**config.mk**
```make
export PLATFORM = sky130hd
export DESIGN_NAME = freq_div_multi_flat
export DESIGN_NICKNAME = d
export VERILOG_FILES = /design/src/rtl/freq_div_multi_if.sv /design/src/rtl/freq_div_multi.sv /design/src/flat_wrapper.sv
export SDC_FILE = /design/constraint.sdc
export NUM_CORES = 1
export LEC_CHECK = 0
export ABC_CLOCK_PERIOD_IN_PS = 6140
export CAP_MARGIN = 10
export CORE_UTILIZATION = 35
export DETAILED_ROUTE_END_ITERATION = 8
export PLACE_DENSITY = 0.54
export SLEW_MARGIN = 20
export SYNTH_ARGS = -nofsm -noshare
export SYNTH_HDL_FRONTEND = slang
export SYNTH_SLANG_ARGS = --single-unit
```
**constraint.sdc**
```tcl
create_clock -name clock -period 6.14 [get_ports clock]
set_input_delay 0.614 -clock clock [delete_from_list [all_inputs] [get_ports clock]]
set_output_delay 0.614 -clock clock [all_outputs]
set_load 0.1 [all_outputs]
```
**src/rtl/freq_div_multi_if.sv**
```systemverilog
// Configuration write port of freq_div_multi: one-cycle write strobe plus registered reject pulse.
// Defining FREQ_DIV_MULTI_PHASE_EN adds cfg_phase to the port.
interface freq_div_multi_if #(
  parameter int WIDTH   = 8,
  parameter int CH_BITS = 1
);
  logic               cfg_wr;
  logic [CH_BITS-1:0] cfg_ch;
  logic [WIDTH-1:0]   cfg_div;
  logic [WIDTH-1:0]   cfg_high;
  logic               cfg_err;
`ifdef FREQ_DIV_MULTI_PHASE_EN
  logic [WIDTH-1:0]   cfg_phase;

  modport master (output cfg_wr, cfg_ch, cfg_div, cfg_high, cfg_phase, input cfg_err);
  modport slave  (input cfg_wr, cfg_ch, cfg_div, cfg_high, cfg_phase, output cfg_err);
`else
  modport master (output cfg_wr, cfg_ch, cfg_div, cfg_high, input cfg_err);
  modport slave  (input cfg_wr, cfg_ch, cfg_div, cfg_high, output cfg_err);
`endif
endinterface

```
**src/rtl/freq_div_multi.sv**
```systemverilog
// Multi-channel programmable clock divider with double-buffered period/high-time per channel.
// Optional FREQ_DIV_MULTI_PHASE_EN: start-of-run phase offset captured with each config write.
module freq_div_multi #(
  parameter int NUM_CH   = 2,
  parameter int WIDTH    = 8,
  parameter int CH_BITS  = 1,
  parameter int RST_DIV  = 2,
  parameter int RST_HIGH = 1
) (
  input  logic              clock,
  input  logic              reset_n,
  input  logic              clear,
  input  logic [NUM_CH-1:0] en,
  freq_div_multi_if.slave   cfg,
  output logic [NUM_CH-1:0] div,
  output logic [NUM_CH-1:0] tc,
  output logic [NUM_CH-1:0] pend
);

  typedef enum logic {ST_START, ST_RUN} state_e;

  typedef struct packed {
    state_e           state;
    logic [WIDTH-1:0] count;
    logic [WIDTH-1:0] div_act;
    logic [WIDTH-1:0] high_act;
    logic [WIDTH-1:0] div_sh;
    logic [WIDTH-1:0] high_sh;
`ifdef FREQ_DIV_MULTI_PHASE_EN
    logic [WIDTH-1:0] phase_act;
    logic [WIDTH-1:0] phase_sh;
`endif
  } ch_t;

  ch_t               ch_q [NUM_CH];
  ch_t               ch_d [NUM_CH];
  ch_t               ch_ap;
  logic [WIDTH-1:0]  start_pos;
  logic [NUM_CH-1:0] div_q, div_d;
  logic [NUM_CH-1:0] tc_q, tc_d;
  logic [NUM_CH-1:0] pend_q, pend_d;
  logic              err_q, err_d;
  logic              wr_ok;

  assign wr_ok = cfg.cfg_wr && (cfg.cfg_div >= WIDTH'(2)) && (int'(cfg.cfg_ch) < NUM_CH);

  // NOTE: defaults are assigned first so every path drives every variable; no latches inferred.
  always_comb begin
    ch_d      = ch_q;
    div_d     = div_q;
    tc_d      = '0;
    pend_d    = pend_q;
    err_d     = !clear && cfg.cfg_wr && !wr_ok;
    ch_ap     = ch_q[0];
    start_pos = '0;
    for (int i = 0; i < NUM_CH; i++) begin
      // ch_ap is the channel with its shadow promoted, used wherever a new period or run begins.
      ch_ap = ch_q[i];
      if (pend_q[i]) begin
        ch_ap.div_act  = ch_q[i].div_sh;
        ch_ap.high_act = ch_q[i].high_sh;
`ifdef FREQ_DIV_MULTI_PHASE_EN
        ch_ap.phase_act = ch_q[i].phase_sh;
`endif
      end
`ifdef FREQ_DIV_MULTI_PHASE_EN
      start_pos = ch_ap.phase_act % ch_ap.div_act;
`else
      start_pos = '0;
`endif
      if (clear) begin
        ch_d[i]       = ch_ap;
        ch_d[i].state = ST_START;
        ch_d[i].count = start_pos;
        div_d[i]      = 1'b0;
        pend_d[i]     = 1'b0;
      end else begin
        if (en[i]) begin
          case (ch_q[i].state)
            ST_START: begin
              ch_d[i]       = ch_ap;
              ch_d[i].state = ST_RUN;
              ch_d[i].count = start_pos;
              div_d[i]      = start_pos < ch_ap.high_act;
              pend_d[i]     = 1'b0;
            end
            default: begin
              if (ch_q[i].count == ch_q[i].div_act - WIDTH'(1)) begin
                ch_d[i]       = ch_ap;
                ch_d[i].count = '0;
                tc_d[i]       = 1'b1;
                div_d[i]      = ch_ap.high_act != '0;
                pend_d[i]     = 1'b0;
              end else begin
                ch_d[i].count = ch_q[i].count + WIDTH'(1);
                div_d[i]      = (ch_q[i].count + WIDTH'(1)) < ch_q[i].high_act;
              end
            end
          endcase
        end
        // Capture after the wrap so a same-cycle write waits for the following boundary.
        if (wr_ok && int'(cfg.cfg_ch) == i) begin
          ch_d[i].div_sh  = cfg.cfg_div;
          ch_d[i].high_sh = cfg.cfg_high;
`ifdef FREQ_DIV_MULTI_PHASE_EN
          ch_d[i].phase_sh = cfg.cfg_phase;
`endif
          pend_d[i] = 1'b1;
        end
      end
    end
  end

  // NOTE: every per-channel register, shadows included, is reset so the config is known from the first edge.
  always_ff @(posedge clock or negedge reset_n) begin
    if (!reset_n) begin
      for (int i = 0; i < NUM_CH; i++) begin
        ch_q[i].state    <= ST_START;
        ch_q[i].count    <= '0;
        ch_q[i].div_act  <= WIDTH'(RST_DIV);
        ch_q[i].high_act <= WIDTH'(RST_HIGH);
        ch_q[i].div_sh   <= WIDTH'(RST_DIV);
        ch_q[i].high_sh  <= WIDTH'(RST_HIGH);
`ifdef FREQ_DIV_MULTI_PHASE_EN
        ch_q[i].phase_act <= '0;
        ch_q[i].phase_sh  <= '0;
`endif
      end
      div_q  <= '0;
      tc_q   <= '0;
      pend_q <= '0;
      err_q  <= 1'b0;
    end else begin
      // NOTE: non-blocking assignments so every flop samples pre-edge values regardless of order.
      ch_q   <= ch_d;
      div_q  <= div_d;
      tc_q   <= tc_d;
      pend_q <= pend_d;
      err_q  <= err_d;
    end
  end

  assign div         = div_q;
  assign tc          = tc_q;
  assign pend        = pend_q;
  assign cfg.cfg_err = err_q;

endmodule
```
**src/flat_wrapper.sv**
```systemverilog
// flat-port wrapper written by rule: the top's interface ports become plain ports
module freq_div_multi_flat 
#(
  parameter int NUM_CH   = 2,
  parameter int WIDTH    = 8,
  parameter int CH_BITS  = 1,
  parameter int RST_DIV  = 2,
  parameter int RST_HIGH = 1
)
  (clock, reset_n, clear, en, div, tc, pend, cfg_cfg_wr, cfg_cfg_ch, cfg_cfg_div, cfg_cfg_high, cfg_cfg_err);
  freq_div_multi_if #(.WIDTH(WIDTH), .CH_BITS(CH_BITS)) cfg_i ();
  input  logic clock;
  input  logic reset_n;
  input  logic clear;
  input  logic [NUM_CH-1:0] en;
  output logic [NUM_CH-1:0] div;
  output logic [NUM_CH-1:0] tc;
  output logic [NUM_CH-1:0] pend;
  input wire logic [$bits(cfg_i.cfg_wr)-1:0] cfg_cfg_wr;
  input wire logic [$bits(cfg_i.cfg_ch)-1:0] cfg_cfg_ch;
  input wire logic [$bits(cfg_i.cfg_div)-1:0] cfg_cfg_div;
  input wire logic [$bits(cfg_i.cfg_high)-1:0] cfg_cfg_high;
  output wire logic [$bits(cfg_i.cfg_err)-1:0] cfg_cfg_err;
  assign cfg_i.cfg_wr = cfg_cfg_wr;
  assign cfg_i.cfg_ch = cfg_cfg_ch;
  assign cfg_i.cfg_div = cfg_cfg_div;
  assign cfg_i.cfg_high = cfg_cfg_high;
  assign cfg_cfg_err = cfg_i.cfg_err;
  freq_div_multi #(.NUM_CH(NUM_CH), .WIDTH(WIDTH), .CH_BITS(CH_BITS), .RST_DIV(RST_DIV), .RST_HIGH(RST_HIGH)) u_core (.clock(clock), .reset_n(reset_n), .clear(clear), .en(en), .cfg(cfg_i), .div(div), .tc(tc), .pend(pend));
endmodule
```
-- After elaboration in Yosys (flattened, before gate mapping)
Index checks and enable logic that the tools add are counted.
- equality and inequality tests: 6
- add/subtract/negate cells: 4
- order comparisons: 5
- reductions and logical operators: 19
- bitwise gates (word level): 2
- multiplexer cells: 40
- operators with widths (cell ; count):
    two-way mux 41 bit ; 4
    two-way mux 40 bit ; 2
    two-way mux 16 bit ; 4
    two-way mux 32 bit ; 2
    two-way mux 1 bit ; 26
    adder 8 x 1 -> 8 bit (second input constant) ; 2
    equality test 8 bit ; 2
    less-than comparator 1 x 8 -> 1 bit (first input constant) ; 2
    less-than comparator 8 bit ; 2
    two-way mux 8 bit ; 2
    nonzero test 8 bit ; 2
    subtractor 8 x 1 -> 8 bit (second input constant) ; 2
    AND reduction 2 bit ; 6
    greater-or-equal comparator 8 x 2 -> 1 bit (second input constant) ; 1
    != test 4 bit (second input constant) ; 2
    != test 3 bit (second input constant) ; 2
    nonzero test 3 bit ; 2
    logical AND 1 bit ; 5
    nonzero test 2 bit ; 2
    logical NOT 1 bit ; 2
    inverter 1 bit ; 2
- logic and storage cells: 94
- output and inout port bits: 7
- input port bits: 23
- bits in registers: 89

-- Longest topological paths before layout
- depth in word-level cells: 7
- depth in mapped cells: 10

-- Least setup slack after synthesis
No wires, ideal clock.
- path type: reg-to-reg
- from: register u_core.ch_q[65] (netlist name)
- to: register u_core.ch_q[58] (netlist name)
- period minus slack after synthesis: 2532 ps
- arrival time: 2407 ps
- path slack: 3608 ps
- cell stages (with the launch flop): 10
- library setup time: 125 ps
- path buffers: 1
- path through: dfrtp_1 -> inv_1 -> ha_1 -> or3b_1 -> or3_4 -> xnor2_2 -> and4_4 -> a31oi_4 -> buf_6 -> mux2_4
- longest elaborated chain between the ends: 4
- ends and longest elaborated chain (item ; line ; RTL):
    start, declared ; freq_div_multi.sv:35 ; ch_t ch_q [NUM_CH];
    start signal, assigned ; freq_div_multi.sv:135 ; ch_q <= ch_d;
    subtractor 8 x 1 -> 8 bit ; freq_div_multi.sv:88 ; if (ch_q[i].count == ch_q[i].div_act - WIDTH'(1)) begin
    equality test 8 bit ; freq_div_multi.sv:88 ;
    != test 3 bit (no source line) ; n/a ;
    AND reduction 2 bit (no source line) ; n/a ;
Every way passes these cells.
A chain may end at the register's enable or synchronous reset.

-- Final worst setup path
- from: register u_core.ch_q[25] (netlist name)
- to: register u_core.ch_q[28] (netlist name)
The elaborated chain is that of the path after synthesis.

==> impl_metrics.ini <==
[final_layout]
drive_above_1_share_pct = 23.7
fill_cells = 1283
utilization_pct = 41.7
postLayoutCellArea_um2 = 5520
areaGrowthSynthToFinish_pct = 16.2
final_net_count = 466
finalNonFillerCells = 606
antennaDiodeCount = 0

[floorplanning]
core-area_um2 = 13200
placementRows = 42
floorplan_die_area_um2 = 14000
dieHeight_um = 118
initial_core_util_pct = 35.8
io-pin-count = 30
die_width_um = 118

[synthesis]
ys_top_cells_by_area = sky130_fd_sc_hd__dfrtp_1 43%, sky130_fd_sc_hd__mux2_2 11%, sky130_fd_sc_hd__mux2_4 6.3%, sky130_fd_sc_hd__ha_1 4.7%, sky130_fd_sc_hd__dfstp_2 4.4%
yosys.cell_count.top_type = sky130_fd_sc_hd__dfrtp_1
ys_seq_area_share_pct = 47.1
avgSynthCellArea_um2 = 12.0
synth.cell_area_um2 = 4750
netlist-cell-type-count = 55
netlist_instances = 397
synthFlopType = sky130_fd_sc_hd__dfrtp_1
ys_warn_count = 0
number_of_flops_mapped_to_enable_cells_by_yosys = 0
netlist.top_cell.by_area = sky130_fd_sc_hd__dfrtp_1
number_of_synthesized_register_bits = 89
yosys.area.top_type_share_pct = 42.7
syn-num-nets = 438
asyncSetResetFlopFracSynth_pct = 100
synth.cells.most_frequent = 81 x sky130_fd_sc_hd__dfrtp_1, 46 x sky130_fd_sc_hd__mux2_2, 21 x sky130_fd_sc_hd__inv_1, 21 x sky130_fd_sc_hd__nor2_1, 20 x sky130_fd_sc_hd__mux2_4

[worst_setup_path]
cpPeakStageDelay_ns = 0.66
cp-end-kind = flip-flop
critical_path_arrival_ns = 3.17
regToRegStartpoint = u_core.ch_q[25]$_DFFE_PN1P_
critical-path-slowest-cell = sky130_fd_sc_hd__a31oi_4
rrSetupSlack_ns = 3.18
timing.critical_path.required_ns = 6.35
kind_of_start_point_of_the_critical_path = flip-flop
critical_path.n_buffers_inverters = 1
list_of_cells_traversed_by_the_critical_path = inv_1 -> ha_1 -> or3_1 -> a31oi_1 -> o311ai_4 -> a31oi_4 -> mux2_2
worst_path_dominant_cell_family = compound AO/OA/AOI/OAI gates
setup.worst_path.class = flip-flop to flip-flop
timing.reg2reg.worst_path_depth = 7
worst_r2r_endpoint = u_core.ch_q[28]$_DFFE_PN0P_
largest_driver_fanout_on_the_critical_path = 16

[clock_network]
clkTransAtPathRegs_ns = 0.06
cts_root_buf = sky130_fd_sc_hd__clkbuf_16
cts.htree.levels = 3
cts-resized-gates = 0
insertion_delay_ns = 0.33
cts_setup_buffers = 0
cts.path.max_buffers = 2
clock_sinks = 89
cts-buffers-inserted = 9
cts_tree = done
hold_buffers = 0

[grt]
initial_antenna_violation_count = 0
pin_count_of_the_biggest_net_entering_global_routing = 65
first_global_vias = 3177
grt-ovfl-total = 0
grt_use_total_pct = 14.5
grt_first_pass_wirelength_mm = 16.1

[pwr]
max-vdd-ir-drop_mv = 0.136
power.leakage_nw = 2.42
totalPowerFinal_mw = 1.95
power_per_cell_area_nw_per_um2 = 354

[timing]
finalSetupTns_ns = 0
setup_violations = 0
relSlewSlack_pct = 35.6
tightestPinTransition_ns = 0.962
maxClockFrequency_ghz = 0.338
timing.final.hold_violations = 0
final.min_clock_period_ns = 2.96
timing_max_transition_violations_final = 0
final_min_period_over_clock_period_pct = 48.2
final.setup_skew_ns = 0.00660
rsz0062_at_grt = no

[worst_hold_path]
hold_path.class = input pin to async pin

[routing]
wl_per_cell_um = 15.8
drtPass1Iterations = 4
vias_per_cell = 5.11
drcViolationCount = 0
detailroute.via_count = 3095
ant_nets = 0
dr.first_iter.drc_count = 104
totalWireLength_mm = 9.56

[job]
max-cap-violations = 0

[placement]
dp_hpwl_mm = 7.08
final_weighted_congestion_in_routability_driven_placement = 0.745
placement.cell_area_um2 = 5200
post-place-cells = 589
place.port_buffers = 29

[run_status]
status = complete, no violations
how the worst max path moves through the flow:
stage,start,endpoint,slack (ns),depth (start not counted)
after CTS,u_core.ch_q[25]$_DFFE_PN1P_,u_core.ch_q[28]$_DFFE_PN0P_,3.15,7
after global routing,u_core.ch_q[25]$_DFFE_PN1P_,u_core.ch_q[26]$_DFFE_PN0P_,3.03,7
after floorplan,u_core.ch_q[65]$_DFFE_PN0P_,u_core.ch_q[58]$_DFFE_PN0P_,3.61,9
after global placement,clear,u_core.ch_ap[8]$_DFFE_PN0P_,3.07,4
after detailed placement,clear,u_core.ch_ap[2]$_DFFE_PN0P_,2.96,4
final,u_core.ch_q[25]$_DFFE_PN1P_,u_core.ch_q[28]$_DFFE_PN0P_,3.18,7
layer usage:
layer,global-route usage (%),wire (µm)
met5,0,0
met4,5.22,114
met3,2.03,170
met2,23.5,4600
met1,19.9,4670
power by group:
group	switching, mW	leakage, nW	internal [mW]
Sequential	0.141	1.09	0.735
Combinational	0.226	1.18	0.284
Clock	0.212	0.151	0.356
cell usage in the layout (no fill, tap or decap), drive strengths merged, types with 3 or more instances in the layout:
| cell | n |
|---|---|
| dfrtp | 81 |
| mux2 | 66 |
| clkdlybuf4s50 | 28 |
| inv | 21 |
| nor2 | 21 |
| nand2 | 18 |
| ha | 18 |
| xnor2 | 18 |
| xor2 | 13 |
| clkbuf | 12 |
| nand3 | 11 |
| o21ai | 10 |
| nand4 | 9 |
| a21oi | 8 |
| dfstp | 8 |
| a22o | 7 |
| a32o | 7 |
| nor4 | 7 |
| nor3 | 6 |
| a31oi | 5 |
| and3 | 4 |
| nor2b | 4 |
| a21boi | 4 |
| nand2b | 3 |
| a211oi | 3 |
| o22ai | 3 |
| clkinv | 3 |
| buf | 3 |
sequential cells by signal (all words and copies together) (netlist names):
signal	count
u_core.pend	2
u_core.cfg.cfg_err	1
u_core.tc	2
u_core.div	2
u_core.ch_ap	25
u_core.ch_q	57
kinds of logic (layout without fill, tap and decap cells):
| logic type | after synthesis | after routing | share of synthesized area (%) |
|---|---|---|---|
| AOI/OAI and AO/OA | 57 | 57 | 9.67 |
| adders and majority gates | 18 | 18 | 4.74 |
| muxes | 66 | 66 | 17.2 |
| xor gates and xnor gates | 31 | 31 | 5.88 |
| DFF | 89 | 89 | 47.1 |
| and+or+nand+nor | 100 | 100 | 11.9 |
| buffers and inverters | 36 | 69 | 3.40 |
metrics by stage:
step / setup WS, ns / hold slack [ns]
2_1_floorplan: 3.61 / 0.318
3_3_place_gp: 3.07 / 0.493
3_5_place_dp: 2.96 / 0.497
4_1_cts: 3.15 / 0.192
5_1_grt: 3.03 / 0.205
6_report: 3.18 / 0.191
worst register-to-register path: stages (launching register included):
cell and delay (ns):
sky130_fd_sc_hd__dfstp_2 0.59, sky130_fd_sc_hd__inv_1 0.06, sky130_fd_sc_hd__ha_1 0.24, sky130_fd_sc_hd__or3_1 0.39, sky130_fd_sc_hd__a31oi_1 0.28, sky130_fd_sc_hd__o311ai_4 0.21, sky130_fd_sc_hd__a31oi_4 0.66, sky130_fd_sc_hd__mux2_2 0.41
cell type report:
class                      instances  area (µm²)  area share (%)
timing repair buffer              31         307            5.56
sequential                        89        2240            40.6
multi-input combinational        272        2360            42.8
tap                              176         220            3.99
clock buffer                      12         236            4.29
inverter                          22        82.6            1.50
clock inverter                     4        70.1            1.27
Note: power is estimated with default switching activity, not from simulation.
